`config.mk`:
```
export PLATFORM = sky130hd
export DESIGN_NAME = fsm_state_reg
export DESIGN_NICKNAME = d
export VERILOG_FILES = /design/src/rtl/fsm_state_pkg.sv /design/src/rtl/dwell_counter.sv /design/src/rtl/fsm_state_flop.sv /design/src/rtl/fsm_state_reg.sv
export SDC_FILE = /design/constraint.sdc
export NUM_CORES = 1
export LEC_CHECK = 0
export ABC_AREA = 1
export CORE_MARGIN = 2
export CORE_UTILIZATION = 47
export DETAILED_ROUTE_END_ITERATION = 7
export PLACE_DENSITY = 0.83
export SLEW_MARGIN = 10
export SYNTH_ARGS = -nofsm -noshare
export SYNTH_HDL_FRONTEND = slang
export SYNTH_SLANG_ARGS = --single-unit
```
`constraint.sdc`:
```
create_clock -name clk -period 1.7 [get_ports clk]
set_input_delay 0.34 -clock clk [delete_from_list [all_inputs] [get_ports clk]]
set_output_delay 0.34 -clock clk [all_outputs]
set_load 0.01 [all_outputs]
```
`src/rtl/fsm_state_pkg.sv`:
```
// Shared constants and helpers for the FSM state register and its dwell counter.
// Pure definitions: no latency, no flow control.
package fsm_state_pkg;

  localparam int STATE_W_DEFAULT = 4;
  localparam int DWELL_W_DEFAULT = 8;

  // All-ones value of the given width, clamped to 32 bits.
  function automatic logic [31:0] sat_max(input int width);
    if (width >= 32) return '1;
    return (32'd1 << width) - 32'd1;
  endfunction

endpackage

```
`src/rtl/dwell_counter.sv`:
```
// Saturating cycle counter with sync clear and registered saturation flag.
// 1-clock latency on count and sat; always counts, no backpressure.
module dwell_counter
  import fsm_state_pkg::*;
#(
  parameter int W = DWELL_W_DEFAULT
) (
  input  logic         clk,
  input  logic         reset_n,
  input  logic         clear,
  output logic [W-1:0] count,
  output logic         sat
);

  localparam logic [W-1:0] MAX = W'(sat_max(W));

  logic [W-1:0] count_d;

  always_comb begin
    count_d = count;
    if (clear)              count_d = '0;
    else if (count != MAX)  count_d = count + W'(1);
  end

  // sat tracks the value being written so both outputs move on the same edge.
  always_ff @(posedge clk or negedge reset_n) begin
    if (!reset_n) begin
      count <= '0;
      sat   <= 1'b0;
    end else begin
      count <= count_d;
      sat   <= (count_d == MAX);
    end
  end

endmodule

```
`src/rtl/fsm_state_flop.sv`:
```
// Single state bit flip-flop with a per-bit async reset value.
// 1-clock latency, always loads d; no backpressure.
module fsm_state_flop #(
  parameter logic RST_VAL = 1'b0
) (
  input  logic clk,
  input  logic reset_n,
  input  logic d,
  output logic q
);

  always_ff @(posedge clk or negedge reset_n) begin
    if (!reset_n) q <= RST_VAL;
    else          q <= d;
  end

endmodule

```
`src/rtl/fsm_state_reg.sv`:
```
// FSM state register with force-load, change tracking, dwell count; STATE_LEGAL_CHECK_EN adds illegal-encoding recovery.
// 1-clock load latency, all outputs registered; accepts every cycle, no backpressure.
module fsm_state_reg
  import fsm_state_pkg::*;
#(
  parameter int STATE_W     = STATE_W_DEFAULT,
  parameter int NUM_STATES  = 16,
  parameter int RESET_STATE = 0,
  parameter int SAFE_STATE  = 0,
  parameter int DWELL_W     = DWELL_W_DEFAULT
) (
  input  logic               clk,
  input  logic               reset_n,
  input  logic               en,
  input  logic [STATE_W-1:0] next_state,
  input  logic               force_valid,
  input  logic [STATE_W-1:0] force_state,
  output logic [STATE_W-1:0] current_state,
  output logic [STATE_W-1:0] prev_state,
  output logic               state_changed,
  output logic [DWELL_W-1:0] dwell_count,
  output logic               dwell_sat,
  output logic               illegal
);

  if (STATE_W < 1 || STATE_W > 16) begin : g_bad_state_w
    $error("fsm_state_reg: STATE_W out of range");
  end
  if (DWELL_W < 2 || DWELL_W > 32) begin : g_bad_dwell_w
    $error("fsm_state_reg: DWELL_W out of range");
  end
  if (NUM_STATES < 2 || NUM_STATES > (1 << STATE_W)) begin : g_bad_num
    $error("fsm_state_reg: NUM_STATES out of range");
  end
  if (RESET_STATE < 0 || RESET_STATE >= NUM_STATES) begin : g_bad_reset
    $error("fsm_state_reg: RESET_STATE not a legal encoding");
  end
  if (SAFE_STATE < 0 || SAFE_STATE >= NUM_STATES) begin : g_bad_safe
    $error("fsm_state_reg: SAFE_STATE not a legal encoding");
  end

  localparam logic [STATE_W-1:0] RESET_V = STATE_W'(RESET_STATE);

  logic [STATE_W-1:0] cand;
  logic [STATE_W-1:0] commit;
  logic [STATE_W-1:0] cur_q;
  logic               bad;
  logic               changed;

  always_comb begin
    cand = cur_q;
    if (force_valid) cand = force_state;
    else if (en)     cand = next_state;
  end

`ifdef STATE_LEGAL_CHECK_EN
  localparam logic [STATE_W-1:0] SAFE_V = STATE_W'(SAFE_STATE);
  // Only freshly loaded values are checked; a held value is already legal.
  assign bad    = (force_valid | en) && (32'(cand) >= NUM_STATES);
  assign commit = bad ? SAFE_V : cand;
`else
  assign bad    = 1'b0;
  assign commit = cand;
`endif

  for (genvar i = 0; i < STATE_W; i++) begin : g_state_bit
    fsm_state_flop #(.RST_VAL(RESET_V[i])) u_bit (
      .clk     (clk),
      .reset_n (reset_n),
      .d       (commit[i]),
      .q       (cur_q[i])
    );
  end

  assign changed = (commit != cur_q);

  logic [STATE_W-1:0] prev_q;
  logic               changed_q;
  logic               illegal_q;

  always_ff @(posedge clk or negedge reset_n) begin
    if (!reset_n) begin
      prev_q    <= RESET_V;
      changed_q <= 1'b0;
      illegal_q <= 1'b0;
    end else begin
      if (changed) prev_q <= cur_q;
      changed_q <= changed;
      illegal_q <= bad;
    end
  end

  dwell_counter #(.W(DWELL_W)) u_dwell (
    .clk     (clk),
    .reset_n (reset_n),
    .clear   (changed),
    .count   (dwell_count),
    .sat     (dwell_sat)
  );

  assign current_state = cur_q;
  assign prev_state    = prev_q;
  assign state_changed = changed_q;
  assign illegal       = illegal_q;

endmodule

```
== Word-level counts from Yosys, hierarchy flattened ==
Cells that the tools add are included.

* Bits of input ports: 12
* Output and inout bits: 19
* Flip-flop bits (word level): 18

* Add/subtract/negate cells: 1
* Equal/unequal tests: 3
* Muxes and demuxes: 4

{| class="wikitable"
|+ Operator list
! operator !! count
|-
| $mux 8 || 2
|-
| $add 8x1->8 const B || 1
|-
| $eq 8x8->1 const B || 1
|-
| $mux 4 || 2
|-
| $ne 8x8->1 const B || 1
|-
| $ne 4x4->1 || 1
|}

== Depth between registers and ports, before layout ==
Gate-level depths: netlist of the first run.

* Depth in word-level cells: 5
* Mapped depth: 12
* Mapped depth without buffers: 12

== Modules after synthesis ==
From an unflattened synthesis of the first run, not the netlist that was laid out.

* Cell total of the unflattened synthesis: 154
* Area, all modules: 1121.1 um2

{| class="wikitable"
|+ Modules (own cells, without submodules)
! module !! cells each !! area each (um2) !! sequential area each (um2) !! times used
|-
| dwell_counter || 77 || 548.0 || 225.2 || 1
|-
| fsm_state_reg || 73 || 473.0 || 125.1 || 1
|-
| fsm_state_flop || 1 || 25.0 || 25.0 || 4
|}

== Worst setup path after synthesis of the first run ==
Ideal clock, no wire load.

* Path kind: flip-flop to flip-flop
* Start point: register u_dwell.count[0]
* End point: register u_dwell.sat
* Stages on the path, launching flop included: 12
* Slack: 147 ps
* Arrival: 1481 ps
* Cells stage by stage: dfrtp_1 -> ha_1 -> nand2_1 -> nor2_1 -> nand2_1 -> buf_2 -> nand2_1 -> nand2_1 -> nand4_1 -> nor2_1 -> nand2_1 -> nor2_1

* Word-level cells in the longest chain between the ends: 4
* Elaborated cells on any way between the ends: 5
* Classes of those cells: add/sub: 1; eq/ne: 2; mux: 2

{| class="wikitable"
|+ RTL lines
! item !! RTL line !! text
|-
| from (decl) || dwell_counter.sv:11 || <nowiki>output logic [W-1:0] count,</nowiki>
|-
| from (signal assigned) || dwell_counter.sv:31 || <nowiki>count <= count_d;</nowiki>
|-
| $add 8x1->8 or $ne 8x8->1 (tied branches) || dwell_counter.sv:22 || <nowiki>else if (count != MAX) count_d = count + W'(1);</nowiki>
|-
| $mux 8 * || dwell_counter.sv:22 ||
|-
| $mux 8 * || dwell_counter.sv:21 || <nowiki>if (clear) count_d = '0;</nowiki>
|-
| $eq 8x8->1 * || dwell_counter.sv:32 || <nowiki>sat <= (count_d == MAX);</nowiki>
|-
| to (signal assigned) || dwell_counter.sv:32 ||
|-
| to (decl) || dwell_counter.sv:12 || <nowiki>output logic sat</nowiki>
|}

Every way passes the cells marked *; elsewhere a longest branch is shown, timed or not.
A chain may end at the register's enable or synchronous reset.

== Final worst setup path of the first run ==
* Start point: register u_dwell.count[5]
* End point: output dwell_count[5]

{| class="wikitable"
|+ RTL lines
! item !! RTL line !! text
|-
| to (decl) || fsm_state_reg.sv:21 || <nowiki>output logic [DWELL_W-1:0] dwell_count,</nowiki>
|}

No word-level cell between the ends.

==> results of run 1 <==
[area by class of cell]
class	instances	area [sq um]	area share, %
Clock buffer	4	36.3	2.29
Inverter	17	63.8	4.03
Multi-Input combinational cell	103	582	36.8
Sequential cell	18	450	28.5
Tap cell	28	35.0	2.21
Timing Repair Buffer	45	415	26.2
[sequential cells by signal, summed over array words and instances (netlist names)]
name	cells
g_state_bit.u_bit.q	4
prev_state	4
state_changed	1
u_dwell.count	8
u_dwell.sat	1
[power groups by stage]
stage	Sequential, mW	Combinational (mW)	Clock [mW]
CTS	0.474	0.239	0.261
detailed placement	0.481	0.236	0
global route	0.477	0.277	0.284
global placement	0.481	0.230	0
floorplan	0.485	0.114	0
finish	0.474	0.254	0.261
[final timing paths]
kind	end	slack (ns)	cells after the start
min in group clk	g_state_bit[0].u_bit.q	0.46	4
max reg2reg	u_dwell.sat	0.10	10
max	dwell_count[5]	0.07	1
max in group asynchronous	state_changed	1.13	2
min reg2reg	prev_state[1]	0.54	2
min	g_state_bit[1].u_bit.q	0.38	2
[cell usage in the layout (no fill, tap or decap)]
master	count
nand2_1	43
clkdlybuf4s50_1	27
nand3_1	19
dfrtp_1	18
buf_4	16
inv_1	14
nor2_1	6
a31oi_2	4
a21oi_2	4
inv_2	3
nor2_2	3
nand4_1	3
clkbuf_4	3
or2_1	2
or2_0	2
nand2_2	2
nor2_4	2
nand2_8	2
o21ai_0	2
or2_2	2
dlymetal6s2s_1	2
nand3_2	1
nand3b_1	1
nor3_1	1
a21oi_1	1
ha_2	1
conb_1	1
clkbuf_8	1
nand2_4	1
[logic make-up after synthesis]
kind of cell	synth area share [%]
and+or+nand+nor	37.6
buffers and inverters	10.7
DFF	41.1
AOI/OAI and AO/OA	9.13
adders and majority gates	1.14
other	0.342
[routing by layer]
metal  track usage [%]  up-vias  wire length (microns)
met3              3.14        2                    111
li1                  -      542                      -
met2              42.5       32                   1540
met5                 0        -                      0
met1              20.1      510                   1050
met4              5.98        0                     12
[through the flow]
step                setup TNS [ns]  cell area [sq um]  setup WS (ns)  cells
floorplan                        0               1100          0.147    144
global placement             -2.11               1470         -0.225    208
detailed placement           -2.91               1470         -0.290    208
CTS                              0               1510        0.00315    212
global route               -0.0257               1580        -0.0257    215
finish                           0               1580         0.0655    215
[what timing repair did]
action | 4_1_cts | 5_1_grt
pin swaps | 0 | 3
cloned | 0 | 1
setup buffers | 0 | 2
gates resized for setup | 2 | 10
setup endpoints to repair | 2 | 7
==> qor.csv, run 1 <==
metric,value,unit
number of vias after detailed routing,1086,
crit path capture type,output port,
final antenna diode count,0,
fmax,0.612,GHz
antenna violations before repair,0,
Num CTS Buffers,3,
critical-path maximum fanout,6,
leakage component of the power,0.748,nW
ordered list of cells on the worst path,clkdlybuf4s50_1,
Synth Instances,144,
startpoint class of the critical path,flip-flop,
count of final hold-check violations,0,
buffer type at the clock tree root,clkbuf_4,
drc violations,0,
Die Area,2730,sq um
"Data required, critical path",1.36,ns
chip height,52.3,microns
number of detailed-routing iterations run before antenna repair,4,
"area leader, netlist",dfrtp_1,
category of the critical setup timing path,flip-flop to output port,
Top Family by Delay on Critical Path,buffers and inverters,
reported net switching power,0.277,mW
combinational group share of total power,25.7,%
gr ovfl total,0,
post-CTS clock slew at the launch and capture registers of the worst setup and hold paths,0.11,ns
time the worst path needs with I/O delays and setup,1.63,ns
per-cell via count in the routed design,5.05,
clock network fraction of design power,26.4,%
area growth from synthesis to final layout,44.4,%
Pwr Total,0.989,mW
count of hold-fix buffers inserted at cts,0,
total of warnings raised by yosys,0,
remaining number of nets flagged by the antenna check after routing,0,
Max-Cap Viols,0,
vias in the first global route,1070,
sequential cell area fraction in the yosys report,41.1,%
outcome,"finished, final reports clean",
Most used DFF post-synth,dfrtp_1,
routed wire length per instance,12.6,microns
total wire length,2.71,mm
average cell area after synthesis,7.61,sq um
Switching Fraction,28.0,%
share of layout cells above drive strength 1,24.1,%
I/O pin cnt,31,
buffering stage count on the worst path with inverters included,1,
maximum number of pins on one net before global-route repair,19,
Synth top area share,41.1,%
Async SR Flop Fraction,100,%
commonest cells in the synthesized netlist,"nand2_1 (45), nand3_1 (19), dfrtp_1 (18)",
final core utilization,71.5,%
reg-to-reg critical path startpoint,u_dwell.count[0],
HPWL after DPL,1.98,mm
violation count after the first detailed-route iteration,13,
fill cell instance count of the final layout,190,
type of the most critical hold path,input pin to async pin,
overall fraction of global-route tracks in use,20.5,%
depth of the CTS H-tree,1,
synthesized flop and latch total,18,
Cell Pwr Density,625,nW/um^2
number of slew-limit violations in the final report,0,
cell at the slowest stage of the critical path,clkdlybuf4s50_1,
crit path DAT,1.29,ns
initial core utilization,49.5,%
net count after synthesis,157,
largest clock skew in the final design,0.00708,ns
Worst path max stage delay,0.56,ns
highest ir drop seen on vdd,0.428,mV
top area cells in the synthesized netlist,"dfrtp_1 (41%), nand2_1 (15%), nand3_1 (8.7%)",
nets,201,
number of core rows,17,
width of the die,52.3,microns
number of setup violations in the final report,0,
core region area,2210,sq um
"count leader, synth",nand2_1,
count of cell types in the netlist,26,
Max clock buf depth,2,
total of buffers placed on input and output ports,29,
Final Hold Slack,0.377,ns
sequential group share of total power,47.9,%
startpoint of the worst setup timing path,u_dwell.count[5],
period utilization,96.1,%
wire length of the first global-routing pass,4.17,mm
number of enable-type register cells in the synthesized netlist,0,
placer's final routability congestion estimate,0.794,
number of sinks driven by the clock tree,18,
cell area after synthesis,1100,sq um
Skew-Pair Late Insertion Delay,0.29,ns
TritonCTS clock tree,built,
internal power,0.712,mW
(Power assumes the default switching activity.)
==> run 2, diff against run 1 <==
- TNS_END_PERCENT: default -> 30
==> results of run 2 <==
No change in the layout: final DEF, timing and power equal those of run 1.
